===== config.mk =====
export PLATFORM = sky130hd
export DESIGN_NAME = message_scroller
export DESIGN_NICKNAME = d
export VERILOG_FILES = /design/src/rtl/scroll_pkg.sv /design/src/rtl/tick_divider.sv /design/src/rtl/message_scroller.sv
export SDC_FILE = /design/constraint.sdc
export NUM_CORES = 1
export LEC_CHECK = 0
export ABC_AREA = 1
export CORE_UTILIZATION = 40
export DETAILED_ROUTE_END_ITERATION = 8
export GPL_ROUTABILITY_DRIVEN = 0
export PLACE_DENSITY = 0.55
export REMOVE_ABC_BUFFERS = 1
export SYNTH_ARGS = -nofsm -noshare
export SYNTH_HDL_FRONTEND = slang
export SYNTH_SLANG_ARGS = --single-unit

===== constraint.sdc =====
create_clock -name clock -period 14.72 [get_ports clock]
set_input_delay 2.208 -clock clock [delete_from_list [all_inputs] [get_ports clock]]
set_output_delay 2.208 -clock clock [all_outputs]
set_load 0.02 [all_outputs]

===== src/rtl/scroll_pkg.sv =====
// Shared glyph codes, blank code and controller state encoding for the message scroller.
package scroll_pkg;

    typedef enum logic [1:0] {
        ST_IDLE,
        ST_LOAD,
        ST_SCROLL
    } state_t;

    localparam logic [3:0] GLYPH_O     = 4'd0;
    localparam logic [3:0] GLYPH_T     = 4'd1;
    localparam logic [3:0] GLYPH_BLANK = 4'd2;
    localparam logic [3:0] GLYPH_E     = 4'd3;
    localparam logic [3:0] GLYPH_H     = 4'd4;
    localparam logic [3:0] GLYPH_L     = 4'd7;
    localparam logic [3:0] GLYPH_R     = 4'd8;

    localparam logic [3:0] BLANK = GLYPH_BLANK;

endpackage


===== src/rtl/tick_divider.sv =====
// Scroll-rate divider: counts 0..TICK_DIV-1 while enabled and emits a one-cycle step at terminal count.
module tick_divider #(
    parameter int TICK_DIV = 50000000
) (
    input  logic clock,
    input  logic reset,
    input  logic enable,
    input  logic clear,
    output logic step
);

    localparam int CW = (TICK_DIV > 1) ? $clog2(TICK_DIV) : 1;
    localparam logic [CW-1:0] TERM = CW'(TICK_DIV - 1);

    logic [CW-1:0] count;

    // Holding the count while disabled keeps a due step pending rather than dropping it.
    assign step = enable && (count == TERM);

    always_ff @(posedge clock) begin
        if (reset || clear)
            count <= '0;
        else if (enable)
            count <= step ? '0 : count + 1'b1;
    end

endmodule


===== src/rtl/message_scroller.sv =====
// Loads a glyph message and scrolls a 4-digit window across it, with a blank gap before wrapping.
// Optional SCROLL_PAUSE_EN adds a pause input that freezes scrolling.
module message_scroller
    import scroll_pkg::*;
#(
    parameter int MSG_DEPTH = 16,
    parameter int TICK_DIV  = 50000000
) (
    input  logic       clock,
    input  logic       reset,
    input  logic       load_start,
`ifdef SCROLL_PAUSE_EN
    input  logic       pause,
`endif
    input  logic       wr_valid,
    output logic       wr_ready,
    input  logic [3:0] wr_char,
    input  logic       wr_last,
    output logic [3:0] fourth,
    output logic [3:0] third,
    output logic [3:0] second,
    output logic [3:0] first,
    output logic       busy,
    output logic       wrap
);

    localparam int LW = $clog2(MSG_DEPTH + 1);
    localparam int AW = $clog2(MSG_DEPTH);
    localparam int IW = LW + 1;

    state_t          state, state_d;
    logic [LW-1:0]   len, ptr;
    logic [3:0]      mem [MSG_DEPTH];
    logic            accept, full_write, step, tick_en, tick_clr;
    logic [3:0][3:0] win;

    assign wr_ready   = (state == ST_LOAD);
    assign busy       = (state == ST_LOAD);
    assign accept     = wr_valid && wr_ready && !load_start;
    assign full_write = (len == LW'(MSG_DEPTH - 1));

`ifdef SCROLL_PAUSE_EN
    assign tick_en = (state == ST_SCROLL) && !pause;
`else
    assign tick_en = (state == ST_SCROLL);
`endif
    assign tick_clr = load_start || (state != ST_SCROLL);

    tick_divider #(.TICK_DIV(TICK_DIV)) u_tick (
        .clock  (clock),
        .reset  (reset),
        .enable (tick_en),
        .clear  (tick_clr),
        .step   (step)
    );

    always_comb begin
        state_d = state;
        if (load_start)
            state_d = ST_LOAD;
        else if (accept && (wr_last || full_write))
            state_d = ST_SCROLL;
    end

    always_ff @(posedge clock) begin
        if (reset)
            state <= ST_IDLE;
        else
            state <= state_d;
    end

    always_ff @(posedge clock) begin
        if (accept)
            mem[len[AW-1:0]] <= wr_char;
    end

    // ptr stays 0 throughout LOAD, so SCROLL always starts at the message head.
    always_ff @(posedge clock) begin
        if (reset) begin
            len  <= '0;
            ptr  <= '0;
            wrap <= 1'b0;
        end else begin
            wrap <= 1'b0;
            if (load_start) begin
                len <= '0;
                ptr <= '0;
            end else begin
                if (accept)
                    len <= len + 1'b1;
                if (step) begin
                    if (ptr == len) begin
                        ptr  <= '0;
                        wrap <= 1'b1;
                    end else begin
                        ptr <= ptr + 1'b1;
                    end
                end
            end
        end
    end

    // Window index reduced mod P=len+1; three subtractions cover the P=2 worst case.
    always_comb begin
        for (int d = 0; d < 4; d++) begin
            logic [IW-1:0] idx;
            idx = IW'(ptr) + IW'(d);
            for (int k = 0; k < 3; k++)
                if (idx > IW'(len))
                    idx = idx - (IW'(len) + 1'b1);
            win[3-d] = (idx == IW'(len)) ? BLANK : mem[idx[AW-1:0]];
        end
    end

    always_ff @(posedge clock) begin
        if (reset || state != ST_SCROLL)
            {fourth, third, second, first} <= {4{BLANK}};
        else
            {fourth, third, second, first} <= win;
    end

endmodule


==> out/metrics.yaml, run 1 <==
status: "completed"
cts_buffer_depth: 2
grt_use_total_pct: 26.1
root_buffer: "clkbuf_16"
rsz0062_at_grt: "no"
synth.avg_cell_area_um2: 6.51
reg2reg_depth: 39
r2r-end: "third[2]$_SDFF_PP0_"
grt_pass1_vias: 12100
io_pins: 28
drv_cap: 0
initial_core_util_pct: 41.1
min_period_ns: 7.37
path_max_fanout: 33
synth_area_leaders: "nand2_1, edfxtp_1, nand3_1"
p_sw_mw: 1.46
hold_class: "reg2reg"
h-tree-depth: 4
synth-seq-cells: 119
final.setup.tns_ns: 0
worstPathRequired_ns: 15.10
ir_drop_uv: 101
antenna_left: 0
nNetsFinal: 2115
r2r_start: "len[0]$_SDFFE_PP0P_"
drtIter0Drc: 1345
path_class: "reg2reg"
synthCells: 1954
finalPower_mw: 2.64
hold_end: "u_tick.count[0]$_SDFFE_PP0N_"
internal_power_mw: 1.19
clock_power_share_pct: 16.3
min_period_over_period_pct: 50.1
rows: 64
clk_latency_ns: 0.44
postCtsResizedCells: 0
synth_largest_area_cell: "nand2_1"
pwr-share-comb_pct: 70.3
hp-start: "u_tick.count[0]$_SDFFE_PP0N_"
seqPwrFrac_pct: 13.3
synthArstFlopShare_pct: 0
whs_path_depth: 1
drc: 0
ys_types: 52
tritoncts: "yes"
cpPeakStageDelay_ns: 0.94
synth-edff-count: 64
port_buffers: 27
finalSetupViolCount: 0
r2r_slack_ns: 7.35
p_sw_share_pct: 55.1
cp-end-kind: "flip-flop"
layout_common_cells: "nand2_1, nand3_1, inv_1"
numCtsBuffers: 17
max_freq_ghz: 0.136
synth_area_um2: 12700
skew_ns: 0.0103
final_layout_size_suffix_gt1_share_pct: 6.00
worst_path_max_delay_cell: "ha_1"
cts_sinks: 119
design_area_um2: 13900
first_pass_iters: 6
worstPathArrival_ns: 7.75
final_common_cell: "nand2_1"
dieWidth_um: 180
dieHeight_um: 180
maxSlewHeadroom_pct: 39.2
cp-start-kind: "flip-flop"
dieArea_um2: 32500
cp_common_cell: "nand2_1"
leakage_nw: 6.77
coreArea_um2: 30900
overflow: 0
clk_pin_slew_worst_paths_ns: 0.06
postPlaceCellArea_um2: 13300
grt_max_degree: 34
yosys_warnings: 0
antenna_found_initial: 0
synth_top_area_share_pct: 19.2
cts_setup_buffers: 0
routed_via_density: 5.42
via_count: 12900
hold_buffers: 0
tightest_slew_ns: 0.910
slew_violations: 0
grt_pass1_wl_mm: 66.3
power-per-cell-area_nw_per_um2: 190
final_hold_viol_count: 0
ys.flop_type: "edfxtp_1"
ys_seq_area_share_pct: 23.8
wirelength_mm: 41.9
syn_to_final_growth_pct: 9.34
hpwl_mm: 31.7
wl_per_cell_um: 17.6
antenna_cells: 0
final cells by class:
type                       instances  area (um2)
multi-input combinational       1543        8490
timing repair buffer              37         345
clock inverter                    15         179
fill                            3179       17000
sequential                       119        3020
clock buffer                      17         425
inverter                         252         946
tap                              396         495
critical path: cells and delay by family (launching register included):
family,cells,cell delay [ns]
AND/OR/NAND/NOR,19,2.31
adder cells (fa/ha/maj),4,1.86
buffers and inverters,9,1.60
AO/OA/AOI/OAI,6,1.04
flip-flops,1,0.33
XOR/XNOR,1,0.13
per-stage QoR:
stage	util (%)	hold slack, ns	cells	setup WS, ns
6_report	45.0	0.455	2379	7.35
5_1_grt	45.0	0.482	2379	6.52
4_1_cts	45.0	0.451	2379	7.35
3_5_place_dp	43.0	0.439	2347	7.38
3_3_place_gp	43.0	0.430	2347	7.39
2_1_floorplan	-	0.418	1914	8.26
kinds of logic (layout without fill, tap and decap cells):
kind of cell	count (synthesis)	after routing	synth area share, %
buf+inv	292	321	9.52
simple gates	1193	1193	42.0
xor+xnor	46	46	3.17
flops	119	119	23.8
compound gates	168	168	7.50
fa+ha+maj	136	136	14.1
power groups by stage:
| stage | clock network, mW | logic [mW] | registers (mW) |
|---|---|---|---|
| 2_1_floorplan | 0 | 1.36 | 0.360 |
| 3_3_place_gp | 0 | 1.79 | 0.359 |
| 3_5_place_dp | 0 | 1.80 | 0.359 |
| 4_1_cts | 0.438 | 1.81 | 0.352 |
| 5_1_grt | 0.450 | 2.06 | 0.352 |
| 6_report | 0.432 | 1.86 | 0.352 |
cell usage after synthesis (19+ instances only):
library cell,count
inv_1,244
dfxtp_1,55
nand2_1,649
ha_1,124
nor3_1,20
nand4_1,21
nand2_2,26
a21oi_1,83
o21ai_0,52
buf_2,20
nand2_4,19
nor2_1,103
edfxtp_1,64
xor2_1,30
nand3_1,323
registers in the layout, indices dropped and copies added, names as in the netlist:
signal,flops
wrap,1
ptr,5
u_tick.count,26
fourth,4
len,5
third,4
state,2
second,4
first,4
mem,64
how the worst max path moves through the flow:
stage / cells past startpoint / from / to / slack [ns]
finish: 39 / len[0]$_SDFFE_PP0P_ / third[2]$_SDFF_PP0_ / 7.35
global route: 39 / len[0]$_SDFFE_PP0P_ / third[2]$_SDFF_PP0_ / 6.52
CTS: 39 / len[0]$_SDFFE_PP0P_ / third[2]$_SDFF_PP0_ / 7.35
detailed placement: 39 / len[0]$_SDFFE_PP0P_ / third[2]$_SDFF_PP0_ / 7.38
global placement: 39 / len[0]$_SDFFE_PP0P_ / first[0]$_SDFF_PP0_ / 7.39
floorplan: 36 / len[0]$_SDFFE_PP0P_ / second[2]$_SDFF_PP0_ / 8.26
routing by layer:
| metal | GRT usage (%) | wire length, um |
|---|---|---|
| met3 | 3.86 | 2630 |
| met4 | 9.16 | 1180 |
| met2 | 42.4 | 18900 |
| met5 | 0 | 0 |
| met1 | 35.2 | 19200 |
Power figures use the tool's default switching activity.
==> run 2, diff against run 1 <==
--- a/config.mk
+++ b/config.mk
@@ -9,7 +9,7 @@
 export CORE_UTILIZATION = 40
 export DETAILED_ROUTE_END_ITERATION = 8
 export GPL_ROUTABILITY_DRIVEN = 0
-export PLACE_DENSITY = 0.55
+export PLACE_DENSITY = 0.57
 export REMOVE_ABC_BUFFERS = 1
 export SYNTH_ARGS = -nofsm -noshare
 export SYNTH_HDL_FRONTEND = slang
==> constraint.sdc (replaced) <==
create_clock -name clock -period 6.5 [get_ports clock]
set_input_delay 0.975 -clock clock [delete_from_list [all_inputs] [get_ports clock]]
set_output_delay 0.975 -clock clock [all_outputs]
set_load 0.02 [all_outputs]
==> out/metrics.yaml, run 2 (same netlist as run 1, synthesis figures left out) <==
h-tree-depth: 4  # unchanged
dieWidth_um: 180  # unchanged
io_pins: 28  # unchanged
cp_common_cell: "nand2_1"  # unchanged
final_common_cell: "nand2_1"  # unchanged
clk_latency_ns: 0.43  # was 0.44 ns
finalNonFillerCells: 2428  # was 2379
cpPeakStageDelay_ns: 0.45  # was 0.94 ns
hold_buffers: 0  # unchanged
skew_ns: 0.0143  # was 0.0103 ns
hold_class: "reg2reg"  # unchanged
rows: 64  # unchanged
grt_pass1_vias: 12000  # was 12100
layout_common_cells: "nand2_1, nand3_1, inv_1"  # unchanged
final_layout_size_suffix_gt1_share_pct: 8.81  # was 6.00%
first_pass_iters: 8  # was 6
overflow: 0  # unchanged
leakage_nw: 7.03  # was 6.77 nW
power-per-cell-area_nw_per_um2: 426  # was 190 nW/um2
tightest_slew_ns: 0.708  # was 0.910 ns
port_buffers: 27  # unchanged
syn_to_final_growth_pct: 13.1  # was 9.34%
wl_per_cell_um: 17.0  # was 17.6 um
maxSlewHeadroom_pct: 52.6  # was 39.2%
antenna_found_initial: 0  # unchanged
hpwl_mm: 32.5  # was 31.7 mm
dpl_worst_slack_ns: 0.0206  # was 7.38 ns
routed_via_density: 5.32  # was 5.42
cp-start-kind: "flip-flop"  # unchanged
finalPower_mw: 6.13  # was 2.64 mW
design_area_um2: 14400  # was 13900 um2
clk_pin_slew_worst_paths_ns: 0.06  # about the same
place_inst: 2388  # was 2347
worstPathRequired_ns: 6.81  # was 15.10 ns
drtIter0Drc: 1358  # was 1345
worst_path_max_delay_cell: "fa_1"  # was ha_1
min_period_over_period_pct: 93.0  # was 50.1%
antenna_cells: 0  # unchanged
grt_use_total_pct: 25.8  # was 26.1%
drc: 0  # unchanged
max_freq_ghz: 0.165  # was 0.136 GHz
dieHeight_um: 180  # unchanged
grt_pass1_wl_mm: 66.1  # was 66.3 mm
slew_violations: 0  # unchanged
nNetsFinal: 2164  # was 2115
cts_buffer_depth: 2  # unchanged
path_max_fanout: 10  # was 33
grt_max_degree: 34  # unchanged
r2r_slack_ns: 0.45  # was 7.35 ns
fin_ws_ns: 0.454  # was 7.35 ns
final_hold_viol_count: 0  # unchanged
path_class: "reg2reg"  # unchanged
coreArea_um2: 30900  # unchanged
via_count: 12900  # about the same
postPlaceCellArea_um2: 13600  # was 13300 um2
root_buffer: "clkbuf_16"  # unchanged
finalSetupViolCount: 0  # unchanged
antenna_left: 0  # unchanged
ir_drop_uv: 325  # was 101 uV
min_period_ns: 6.05  # was 7.37 ns
worstPathArrival_ns: 6.36  # was 7.75 ns
cp-end-kind: "flip-flop"  # unchanged
tritoncts: "yes"  # unchanged
wirelength_mm: 41.4  # was 41.9 mm
drv_cap: 0  # unchanged
cts_sinks: 119  # unchanged
initial_core_util_pct: 41.1  # unchanged
largest_register_ffs: 64  # unchanged
dieArea_um2: 32500  # unchanged
numCtsBuffers: 17  # unchanged
status: "completed"  # unchanged
==> run 2: changes by cell type in the layout (fill, tap and decap cells not counted), moves of 3 or more <==
cell and delta:
buf_12 +5, buf_4 +43, dfxtp_1 -3, inv_8 -3, o21ai_0 -4
==> run 2: cell type report <==
cell class / count / area, um2
Timing Repair Buffer: 86 / 779
Fill cell: 3191 / 16500
Clock buffer: 19 / 443
Tap cell: 396 / 495
Sequential cell: 119 / 3030
Inverter: 252 / 950
Clock inverter: 13 / 119
Multi-Input combinational cell: 1543 / 8570
==> run 2: where the power goes <==
part           switching (mW)  total (mW)  leakage (nW)  internal [mW]
clock                   0.355       0.893         0.271          0.538
combinational            2.94        4.44          5.74           1.51
sequential            0.00209       0.797          1.02          0.795
total                    3.29        6.13          7.03           2.84
==> run 2: final timing paths <==
path,start,endpoint,depth (start not counted)
setup / recovery,len[0]$_SDFFE_PP0P_,second[0]$_SDFF_PP0_,30
hold / removal,u_tick.count[0]$_SDFFE_PP0N_,u_tick.count[0]$_SDFFE_PP0N_,1
setup reg to reg,len[0]$_SDFFE_PP0P_,second[0]$_SDFF_PP0_,30
hold reg to reg,u_tick.count[0]$_SDFFE_PP0N_,u_tick.count[0]$_SDFFE_PP0N_,1
==> run 2: routing by layer <==
layer,wire length (um),vias to the layer above,global-route usage [%]
met5,0,-,0
li1,-,6513,-
met3,2860,55,4.28
met2,18200,446,40.3
met1,19500,5913,36.3
met4,822,0,7.93
==> run 2: worst max-delay path: cells and delay by family (launching register included) <==
kind / cells / cell delay, ns
compound gates: 6 / 1.29
buf+inv: 5 / 1.12
xor+xnor: 1 / 0.14
simple gates: 14 / 1.46
flops: 1 / 0.42
fa+ha+maj: 4 / 1.49
==> run 2: stage by stage <==
| stage | hold WS, ns | utilization [%] | setup TNS [ns] |
|---|---|---|---|
| after detailed placement | 0.448 | 44.1 | 0 |
| after CTS | 0.457 | 46.0 | 0 |
| final | 0.457 | 46.5 | 0 |
| after floorplan | 0.418 | - | 0 |
| after global placement | 0.433 | 44.1 | 0 |
| after global routing | 0.495 | 46.5 | -0.0185 |
==> run 2: timing repair <==
action | in CTS | in global routing
buffers inserted | 0 | 8
pin swaps | 0 | 4
gates resized for setup | 1 | 26
setup endpoints to repair | 3 | 16
==> run 3, diff against run 2 <==
--- a/config.mk
+++ b/config.mk
@@ -14,3 +14,4 @@
 export SYNTH_ARGS = -nofsm -noshare
 export SYNTH_HDL_FRONTEND = slang
 export SYNTH_SLANG_ARGS = --single-unit
+export TNS_END_PERCENT = 50
==> out/metrics.yaml, run 3 (same netlist as run 1, synthesis figures left out) <==
max_freq_ghz: 0.166  # was 0.165 GHz
nFillCells: 3192  # was 3191
antenna_cells: 0  # unchanged
final_hold_viol_count: 0  # unchanged
tritoncts: "yes"  # unchanged
hold_ws_ns: 0.457  # about the same
grt_pass1_wl_mm: 66.1  # unchanged
rows: 64  # unchanged
initial_core_util_pct: 41.1  # unchanged
tightest_slew_ns: 0.704  # was 0.708 ns
io_pins: 28  # unchanged
drv_cap: 0  # unchanged
cpPeakStageDelay_ns: 0.45  # about the same
via_count: 13000  # was 12900
h-tree-depth: 4  # unchanged
hold_class: "reg2reg"  # unchanged
r2r_slack_ns: 0.48  # was 0.45 ns
grt_max_degree: 34  # unchanged
min_period_over_period_pct: 92.7  # was 93.0%
slew_violations: 0  # unchanged
coreArea_um2: 30900  # unchanged
wirelength_mm: 41.4  # about the same
numCtsBuffers: 17  # unchanged
r2r-end: "second[0]$_SDFF_PP0_"  # unchanged
cp_common_cell: "nand2_1"  # unchanged
power-per-cell-area_nw_per_um2: 424  # was 426 nW/um2
syn_to_final_growth_pct: 13.0  # was 13.1%
leakage_nw: 7.02  # was 7.03 nW
nNetsFinal: 2163  # was 2164
cp-start-kind: "flip-flop"  # unchanged
first_pass_iters: 7  # was 8
port_buffers: 27  # unchanged
maxSlewHeadroom_pct: 52.9  # was 52.6%
wl_per_cell_um: 17.1  # was 17.0 um
routed_via_density: 5.34  # was 5.32
ir_drop_uv: 328  # was 325 uV
finalPower_mw: 6.09  # was 6.13 mW
reg2reg_depth: 30  # unchanged
layout_common_cells: "nand2_1, nand3_1, inv_1"  # unchanged
hpwl_mm: 32.5  # unchanged
worstPathArrival_ns: 6.34  # was 6.36 ns
final.setup.tns_ns: 0  # unchanged
clk_latency_ns: 0.43  # about the same
cp-startpoint: "len[0]$_SDFFE_PP0P_"  # unchanged
drtIter0Drc: 1394  # was 1358
whs_path_depth: 1  # unchanged
cts_buffer_depth: 2  # unchanged
dieArea_um2: 32500  # unchanged
cts_sinks: 119  # unchanged
worst_path_max_delay_cell: "fa_1"  # unchanged
worstPathRequired_ns: 6.82  # was 6.81 ns
r2r_start: "len[0]$_SDFFE_PP0P_"  # unchanged
final_layout_size_suffix_gt1_share_pct: 8.81  # about the same
grt_pass1_vias: 12000  # unchanged
overflow: 0  # unchanged
dieWidth_um: 180  # unchanged
final_common_cell: "nand2_1"  # unchanged
status: "completed"  # unchanged
root_buffer: "clkbuf_16"  # unchanged
hp-start: "u_tick.count[0]$_SDFFE_PP0N_"  # unchanged
grt_use_total_pct: 25.8  # unchanged
antenna_left: 0  # unchanged
dieHeight_um: 180  # unchanged
clk_pin_slew_worst_paths_ns: 0.06  # about the same
skew_ns: 0.0134  # was 0.0143 ns
drc: 0  # unchanged
hold_end: "u_tick.count[0]$_SDFFE_PP0N_"  # unchanged
path_class: "reg2reg"  # unchanged
finalSetupViolCount: 0  # unchanged
min_period_ns: 6.02  # was 6.05 ns
antenna_found_initial: 0  # unchanged
path_max_fanout: 10  # unchanged
cp-end-kind: "flip-flop"  # unchanged
largest_register_ffs: 64  # unchanged
## run 3: report_power, final
group	internal [mW]	switching [mW]
Sequential	0.795	0.00210
Combinational	1.48	2.92
Clock	0.538	0.357
Total	2.81	3.28
## run 3: stage by stage
| stage | util, % | setup WS [ns] | cells | cell area, um2 |
|---|---|---|---|---|
| after global placement | 44.1 | 0.249 | 2388 | 13600 |
| after CTS | 46.0 | 0.0896 | 2420 | 14200 |
| after floorplan | - | 0.0438 | 1914 | 12500 |
| after global routing | 46.5 | -0.0185 | 2427 | 14400 |
| final | 46.5 | 0.477 | 2427 | 14400 |
| after detailed placement | 44.1 | 0.0206 | 2388 | 13600 |
## run 3: final cells by class
class / count / area (um2) / area share (%)
Clock buffer: 19 / 443 / 3.08
Clock inverter: 13 / 119 / 0.827
Inverter: 252 / 950 / 6.61
Multi-Input combinational cell: 1543 / 8570 / 59.7
Sequential cell: 119 / 3030 / 21.1
Tap cell: 396 / 495 / 3.45
Timing Repair Buffer: 85 / 759 / 5.29
## run 3: worst max path at each step
stage,to,slack (ns),cells past startpoint
final,second[0]$_SDFF_PP0_,0.48,30
after global routing,third[3]$_SDFF_PP0_,-0.02,42
after CTS,third[3]$_SDFF_PP0_,0.09,41
after detailed placement,first[2]$_SDFF_PP0_,0.02,43
after global placement,fourth[0]$_SDFF_PP0_,0.25,32
after floorplan,second[2]$_SDFF_PP0_,0.04,36
## run 3: repair_timing
item,CTS,global route
setup buffers,0,7
setup endpoints to repair,3,16
gates cloned,0,0
pin swaps,0,3
gates resized for setup,1,27
hold buffers,0,0
## run 3: worst max-delay path: cells and delay by family (launching register included)
family                     cells  cell delay, ns
AOI/OAI and AO/OA              6            1.28
xor gates and xnor gates       1            0.14
adders and majority gates      4            1.50
buffers and inverters          5            1.11
DFF                            1            0.41
and+or+nand+nor               14            1.46
## run 3: metal layers
layer,global-route usage (%),part of all wire (%),up-vias
met5,0,0,-
met3,4.28,6.9,59
met2,40.3,44,457
li1,-,-,6516
met1,36.3,47,5930
met4,7.93,2.0,0
